<file path="config.mk">
export PLATFORM = sky130hd
export DESIGN_NAME = dcache_s2_nway
export DESIGN_NICKNAME = d
export VERILOG_FILES = /design/src/rtl/dcache_pkg.sv /design/src/rtl/dcache_byte_merge.sv /design/src/rtl/dcache_s2_nway.sv
export SDC_FILE = /design/constraint.sdc
export NUM_CORES = 2
export LEC_CHECK = 0
export BUFFER_PORTS_ARGS = -buffer_cell sky130_fd_sc_hd__buf_2
export CELL_PAD_IN_SITES_DETAIL_PLACEMENT = 0
export CELL_PAD_IN_SITES_GLOBAL_PLACEMENT = 1
export CORE_AREA = 2 2 543 545
export DETAILED_ROUTE_END_ITERATION = 12
export DIE_AREA = 0 0 545 547
export GPL_TIMING_DRIVEN = 0
export PLACE_DENSITY_LB_ADDON = 0.1
export SLEW_MARGIN = 40
export SYNTH_ARGS = -nofsm -noshare
export SYNTH_HDL_FRONTEND = slang
export SYNTH_SLANG_ARGS = --single-unit
export TNS_END_PERCENT = 100
</file>
<file path="constraint.sdc">
create_clock -name clk -period 44.6 [get_ports clk]
set_input_delay 2.23 -clock clk [delete_from_list [all_inputs] [get_ports clk]]
set_output_delay 2.23 -clock clk [all_outputs]
set_load 0.02 [all_outputs]
</file>
<file path="src/rtl/dcache_pkg.sv">
// Shared state encoding and geometry helpers for the N-way data-cache second stage.
package dcache_pkg;

  localparam int unsigned DCACHE_ADDR_W = 32;
  localparam int unsigned DCACHE_WORD_W = 32;
  localparam int unsigned DCACHE_STRB_W = 4;

  typedef enum logic [2:0] {
    StIdle,
    StWbWait,
    StRdWait,
    StUcRd,
    StUcWr,
    StDone
  } dcache_state_e;

  function automatic int unsigned dcache_ofs_w(int unsigned line_words);
    return $clog2(line_words) + 2;
  endfunction

  function automatic int unsigned dcache_tag_w(int unsigned idx_w, int unsigned line_words);
    return DCACHE_ADDR_W - idx_w - dcache_ofs_w(line_words);
  endfunction

  function automatic int unsigned dcache_way_w(int unsigned ways);
    return (ways > 1) ? $clog2(ways) : 1;
  endfunction

endpackage

</file>
<file path="src/rtl/dcache_byte_merge.sv">
// Byte-lane merge of store data into an existing 32-bit word.
module dcache_byte_merge
  import dcache_pkg::*;
(
  input  logic [DCACHE_WORD_W-1:0] word_i,
  input  logic [DCACHE_WORD_W-1:0] wdata_i,
  input  logic [DCACHE_STRB_W-1:0] wstrb_i,
  output logic [DCACHE_WORD_W-1:0] merged_o
);

  always_comb begin
    merged_o = word_i;
    for (int b = 0; b < DCACHE_STRB_W; b++) begin
      if (wstrb_i[b]) merged_o[8*b +: 8] = wdata_i[8*b +: 8];
    end
  end

endmodule

</file>
<file path="src/rtl/dcache_s2_nway.sv">
// Data-cache stage 2: N-way hit detect, load select, store merge and the miss/uncached FSM.
module dcache_s2_nway
  import dcache_pkg::*;
#(
  parameter int unsigned WAYS       = 2,
  parameter int unsigned LINE_WORDS = 16,
  parameter int unsigned IDX_W      = 6,
  localparam int unsigned OFS_W     = dcache_ofs_w(LINE_WORDS),
  localparam int unsigned TAG_W     = dcache_tag_w(IDX_W, LINE_WORDS),
  localparam int unsigned WAY_W     = dcache_way_w(WAYS),
  localparam int unsigned LINE_W    = LINE_WORDS * 32
) (
  input  logic                      clk,
  input  logic                      rst,
  input  logic                      req_valid_i,
  input  logic                      req_cached_i,
  input  logic                      req_we_i,
  input  logic [3:0]                req_wstrb_i,
  input  logic [31:0]               req_addr_i,
  input  logic [31:0]               req_wdata_i,
  input  logic [WAYS*(TAG_W+1)-1:0] tagv_i,
  input  logic [WAYS-1:0]           dirty_i,
  input  logic [WAYS*32-1:0]        data_i,
  input  logic [WAY_W-1:0]          victim_i,
  output logic                      ca_rreq_o,
  output logic                      ca_wreq_o,
  output logic                      uc_rreq_o,
  output logic                      uc_wreq_o,
  output logic [31:0]               bus_addr_o,
  output logic [31:0]               bus_wdata_o,
  output logic [3:0]                bus_wstrb_o,
  output logic [WAY_W-1:0]          wb_way_o,
  input  logic                      rend_i,
  input  logic                      wend_i,
  input  logic [LINE_W-1:0]         line_i,
  input  logic [31:0]               uc_rdata_i,
  output logic                      hit_o,
  output logic [WAY_W-1:0]          hit_way_o,
  output logic                      hit_we_o,
  output logic [31:0]               hit_wdata_o,
  output logic                      refill_o,
  output logic [WAY_W-1:0]          refill_way_o,
  output logic [LINE_W-1:0]         refill_line_o,
  output logic                      stall_o,
  output logic [31:0]               rdata_o,
  output logic                      rdata_valid_o
);

  localparam int unsigned TV_W   = TAG_W + 1;
  localparam int unsigned WSEL_W = OFS_W - 2;

  dcache_state_e     state_q;
  logic [WAY_W-1:0]  victim_q;
  logic              cached_q, we_q;
  logic [LINE_W-1:0] line_q;
  logic [31:0]       word_q;

  logic [TAG_W-1:0]  req_tag;
  logic [IDX_W-1:0]  req_idx;
  logic [WSEL_W-1:0] req_word;
  assign req_tag  = req_addr_i[31 -: TAG_W];
  assign req_idx  = req_addr_i[OFS_W +: IDX_W];
  assign req_word = req_addr_i[2 +: WSEL_W];

  logic [WAYS-1:0]  way_valid, hit_vec;
  logic [TAG_W-1:0] way_tag  [WAYS];
  logic [31:0]      way_data [WAYS];
  logic [WAY_W-1:0] hit_way;

  always_comb begin
    hit_way = '0;
    for (int w = 0; w < WAYS; w++) begin
      way_tag[w]   = tagv_i[w*TV_W +: TAG_W];
      way_valid[w] = tagv_i[w*TV_W + TAG_W];
      way_data[w]  = data_i[w*32 +: 32];
      hit_vec[w]   = way_valid[w] && (way_tag[w] == req_tag);
    end
    // Descending scan so the lowest hitting way wins.
    for (int w = WAYS - 1; w >= 0; w--) begin
      if (hit_vec[w]) hit_way = WAY_W'(w);
    end
  end

  logic live, any_hit, miss, vic_dirty, done, load_hit, load_done;
  assign live      = !rst && (state_q == StIdle) && req_valid_i;
  assign any_hit   = |hit_vec;
  assign miss      = live && req_cached_i && !any_hit;
  assign vic_dirty = way_valid[victim_i] && dirty_i[victim_i];
  assign done      = !rst && (state_q == StDone);

  assign hit_o     = live && req_cached_i && any_hit;
  assign ca_wreq_o = miss && vic_dirty;
  assign ca_rreq_o = (miss && !vic_dirty) || (!rst && state_q == StWbWait && wend_i);
  assign uc_rreq_o = live && !req_cached_i && !req_we_i;
  assign uc_wreq_o = live && !req_cached_i && req_we_i;

  logic [31:0]       hit_merged, fill_merged;
  logic [LINE_W-1:0] fill_line;

  dcache_byte_merge u_hit_merge (
    .word_i   (way_data[hit_way]),
    .wdata_i  (req_wdata_i),
    .wstrb_i  (req_wstrb_i),
    .merged_o (hit_merged)
  );

  dcache_byte_merge u_fill_merge (
    .word_i   (line_i[32*req_word +: 32]),
    .wdata_i  (req_wdata_i),
    .wstrb_i  (req_wstrb_i),
    .merged_o (fill_merged)
  );

  always_comb begin
    fill_line = line_i;
    if (we_q) fill_line[32*req_word +: 32] = fill_merged;
  end

  always_comb begin
    bus_addr_o = '0;
    if (ca_wreq_o)                   bus_addr_o = {way_tag[victim_i], req_idx, {OFS_W{1'b0}}};
    else if (ca_rreq_o)              bus_addr_o = {req_addr_i[31:OFS_W], {OFS_W{1'b0}}};
    else if (uc_rreq_o || uc_wreq_o) bus_addr_o = req_addr_i;
  end

  assign bus_wdata_o   = uc_wreq_o ? req_wdata_i : '0;
  assign bus_wstrb_o   = uc_wreq_o ? req_wstrb_i : '0;
  assign wb_way_o      = ca_wreq_o ? victim_i :
                         (!rst && state_q == StWbWait) ? victim_q : '0;
  assign hit_way_o     = hit_o ? hit_way : '0;
  assign hit_we_o      = hit_o && req_we_i;
  assign hit_wdata_o   = hit_we_o ? hit_merged : '0;
  assign refill_o      = done && cached_q;
  assign refill_way_o  = refill_o ? victim_q : '0;
  assign refill_line_o = refill_o ? line_q : '0;
  assign load_hit      = hit_o && !req_we_i;
  assign load_done     = done && !we_q;
  assign rdata_valid_o = load_hit || load_done;
  assign rdata_o       = load_hit ? way_data[hit_way] : (load_done ? word_q : '0);
  assign stall_o       = (live && !(req_cached_i && any_hit)) ||
                         (!rst && state_q != StIdle && state_q != StDone);

  always_ff @(posedge clk or posedge rst) begin
    if (rst) begin
      state_q  <= StIdle;
      victim_q <= '0;
      cached_q <= 1'b0;
      we_q     <= 1'b0;
      line_q   <= '0;
      word_q   <= '0;
    end else begin
      unique case (state_q)
        StIdle: begin
          // Victim and dirty state are captured here; s1 may move on while we wait.
          if (miss) begin
            victim_q <= victim_i;
            cached_q <= 1'b1;
            we_q     <= req_we_i;
            state_q  <= vic_dirty ? StWbWait : StRdWait;
          end else if (uc_rreq_o || uc_wreq_o) begin
            cached_q <= 1'b0;
            we_q     <= req_we_i;
            state_q  <= uc_wreq_o ? StUcWr : StUcRd;
          end
        end
        StWbWait: if (wend_i) state_q <= StRdWait;
        StRdWait: begin
          if (rend_i) begin
            line_q  <= fill_line;
            word_q  <= fill_line[32*req_word +: 32];
            state_q <= StDone;
          end
        end
        StUcRd: begin
          if (rend_i) begin
            word_q  <= uc_rdata_i;
            state_q <= StDone;
          end
        end
        StUcWr:  if (wend_i) state_q <= StDone;
        StDone:  state_q <= StIdle;
        default: state_q <= StIdle;
      endcase
    end
  end

  // Set contents must never hold two valid copies of one tag.
  assert property (@(posedge clk) disable iff (rst)
    (state_q == StIdle && req_valid_i && req_cached_i) |-> $onehot0(hit_vec));

endmodule

</file>
==> impl_metrics.json <==
{
  "hold_viol_final": 0,
  "final_nets": 7907,
  "gp_congestion": 1.05,
  "core_area_um2": 293000,
  "hp-start": "line_q[260]",
  "cp-start-kind": "input pin",
  "dp.cells": 11000,
  "synth_compound_area_share_pct": 26.0,
  "ios": 1384,
  "syn_avg_cell_area_um2": 7.75,
  "p_leak_nw": 28.2,
  "r2r_end": "word_q[21]",
  "slew_violations": 0,
  "grt_setup_unrepaired": "no",
  "grt_max_degree": 70,
  "synthMuxAreaShare_pct": 9.00,
  "maxCapViolations": 0,
  "cpMostUsedCell": "buf_2",
  "setup_tns_ns": 0,
  "hold_end": "line_q[260]",
  "syn-num-nets": 6229,
  "final_cell_area_um2": 63100,
  "yosys_most_used_dff": "dfrtp_1",
  "r2r_slack_ns": 38.98,
  "drtIter0Drc": 8449,
  "synth-seq-cells": 550,
  "clk_pin_slew_worst_paths_ns": 0.06,
  "max_freq_ghz": 0.0902,
  "r2r_cells": 9,
  "wl_per_cell_um": 60.8,
  "worstPathRequired_ns": 45.26,
  "grt_pass1_vias": 59900,
  "grt_pass1_wl_um": 820000,
  "fp.dieH_um": 547,
  "cts_max_path_buffers": 3,
  "layout-drive-gt1-share_pct": 32.2,
  "start_util_pct": 14.6,
  "fin_skew_ns": 0.0391,
  "worstHoldPathType": "reg2reg",
  "drc_errors": 0,
  "cts_tree": "built",
  "die_area_um2": 298000,
  "numClockSinks": 550,
  "arrival_ns": 11.74,
  "layout_common_cells": "buf_2 (1,461), nand2_1 (799), and2_1 (561)",
  "final_common_cell": "buf_2",
  "postCtsHoldBufs": 0,
  "yosys.area_share.simple_pct": 25.9,
  "holdWs_ns": 0.467,
  "synth_top_family_by_area": "compound AO/OA/AOI/OAI gates",
  "yosysSeqAreaShare_pct": 32.3,
  "synthArstFlopShare_pct": 100,
  "fin_crit_ns": 11.08,
  "areaGrowthSynthToFinish_pct": 48.2,
  "utilization_pct": 21.6,
  "pre_cts_ws_ns": 33.32,
  "root_buffer": "clkbuf_16",
  "powerDensity_nw_per_um2": 47.8,
  "fin_cells": 11300,
  "insertion_delay_ns": 0.79,
  "postCtsSetupBuffers": 0,
  "worst-path-buf-inv": 16,
  "worst_pin_slew_ns": 1.07,
  "drtPass1Iterations": 8,
  "dpl_cell_area_um2": 60000,
  "ant_nets": 0,
  "status": "finished clean",
  "crit_chain": "buf_2, buf_6, buf_12, buf_12, buf_6, buf_6, inv_1, buf_2, buf_2, buf_2, buf_16, ha_1, clkbuf_1, clkbuf_2, nand3_1, clkbuf_2, buf_16, nor2_2, clkbuf_1, a22oi_1, a21oi_1, o221ai_1, a31oi_1",
  "max_stage_delay_ns": 0.72,
  "finalWorstSetupSlack_ns": 33.52,
  "ir_drop_uv": 27.4,
  "cts_made_buffers": 79,
  "worst-setup-path-type": "in2reg",
  "grt_overflow": 0,
  "synth-xor-area-share_pct": 0.902,
  "grt.total_usage_pct": 44.6,
  "path_max_fanout": 10,
  "synth_area_um2": 42600,
  "rows": 199,
  "post_cts_resized": 0,
  "vias": 63100,
  "port_buffers": 1380,
  "antenna_found_initial": 334,
  "hpwl_um": 583000,
  "cp_top_family": "buffers and inverters",
  "finalSetupViolations": 0,
  "total_power_mw": 3.02,
  "cp_slowest_cell": "a21oi_1",
  "syn_inst": 5496,
  "synth-adder-area-share_pct": 0.147,
  "cts-htree-levels": 3,
  "synth.distinct_cells": 100,
  "via_per_inst": 5.58,
  "die-width_um": 545,
  "ys_warn_count": 0,
  "fin_crit_sh_pct": 24.9,
  "hold_depth": 2,
  "routed_wl_um": 688000,
  "r2r_start": "we_q",
  "cp-end-kind": "flip-flop",
  "synth-edff-count": 0,
  "relSlewSlack_pct": 28.1
}
[cells in the mapped netlist, types with 114 or more instances]
cell type | number | area [µm²]
mux2i_1 | 231 | 2310
o21ai_0 | 452 | 2260
dfrtp_1 | 550 | 13800
clkbuf_1 | 403 | 1510
nor2_1 | 565 | 2120
and2_1 | 563 | 3520
a31oi_1 | 176 | 1100
a221oi_1 | 182 | 1590
a21oi_1 | 330 | 1650
a22oi_1 | 139 | 1040
nand3_1 | 114 | 571
nand2_1 | 807 | 3030
[registers in the layout (all words and copies together), names as in the netlist]
name	flops
cached_q	1
line_q	512
state_q	3
victim_q	1
we_q	1
word_q	32
[layout make-up]
type	instances	area, µm²
Clock buffer	123	2380
Sequential cell	550	13800
Buffer	541	2710
Antenna cell	158	395
Multi-Input combinational cell	4384	27900
Fill cell	33300	229000
Timing Repair Buffer	1597	10800
Inverter	21	86.3
Clock inverter	17	264
Tap cell	3919	4900
[worst max path at each step]
stage,cells past startpoint,end,from,slack [ns]
CTS,23,word_q[3],req_addr_i[2],34.09
finish,23,word_q[3],req_addr_i[2],33.52
floorplan,1,cached_q,rst,26.98
detailed placement,23,word_q[3],req_addr_i[2],33.32
global placement,2,line_q[153],rst,16.04
global route,23,word_q[3],req_addr_i[2],34.01
[cells by family after synthesis]
group	count (synthesis)
compound gates	1685
xor+xnor	43
fa+ha+maj	5
buf+inv	562
flops	550
mux	315
simple gates	2336
[power breakdown]
group	internal, mW	switching [mW]
sequential	0.736	0.183
combinational	0.370	1.04
clock	0.390	0.295
total	1.50	1.52
[tightest hold or removal path: stages, from the launching register on]
cell and delay, ns:
dfrtp_1 0.34, nand2_1 0.05, nand2_1 0.05
[per-layer routing]
layer	up-vias	track usage [%]	share of wire, %
li1	23500	-	-
met4	112	35.7	9.4
met5	-	0	0.10
met1	32900	52.7	39
met3	1495	11.5	8.2
met2	5050	68.2	44
Power figures use the tool's default switching activity.
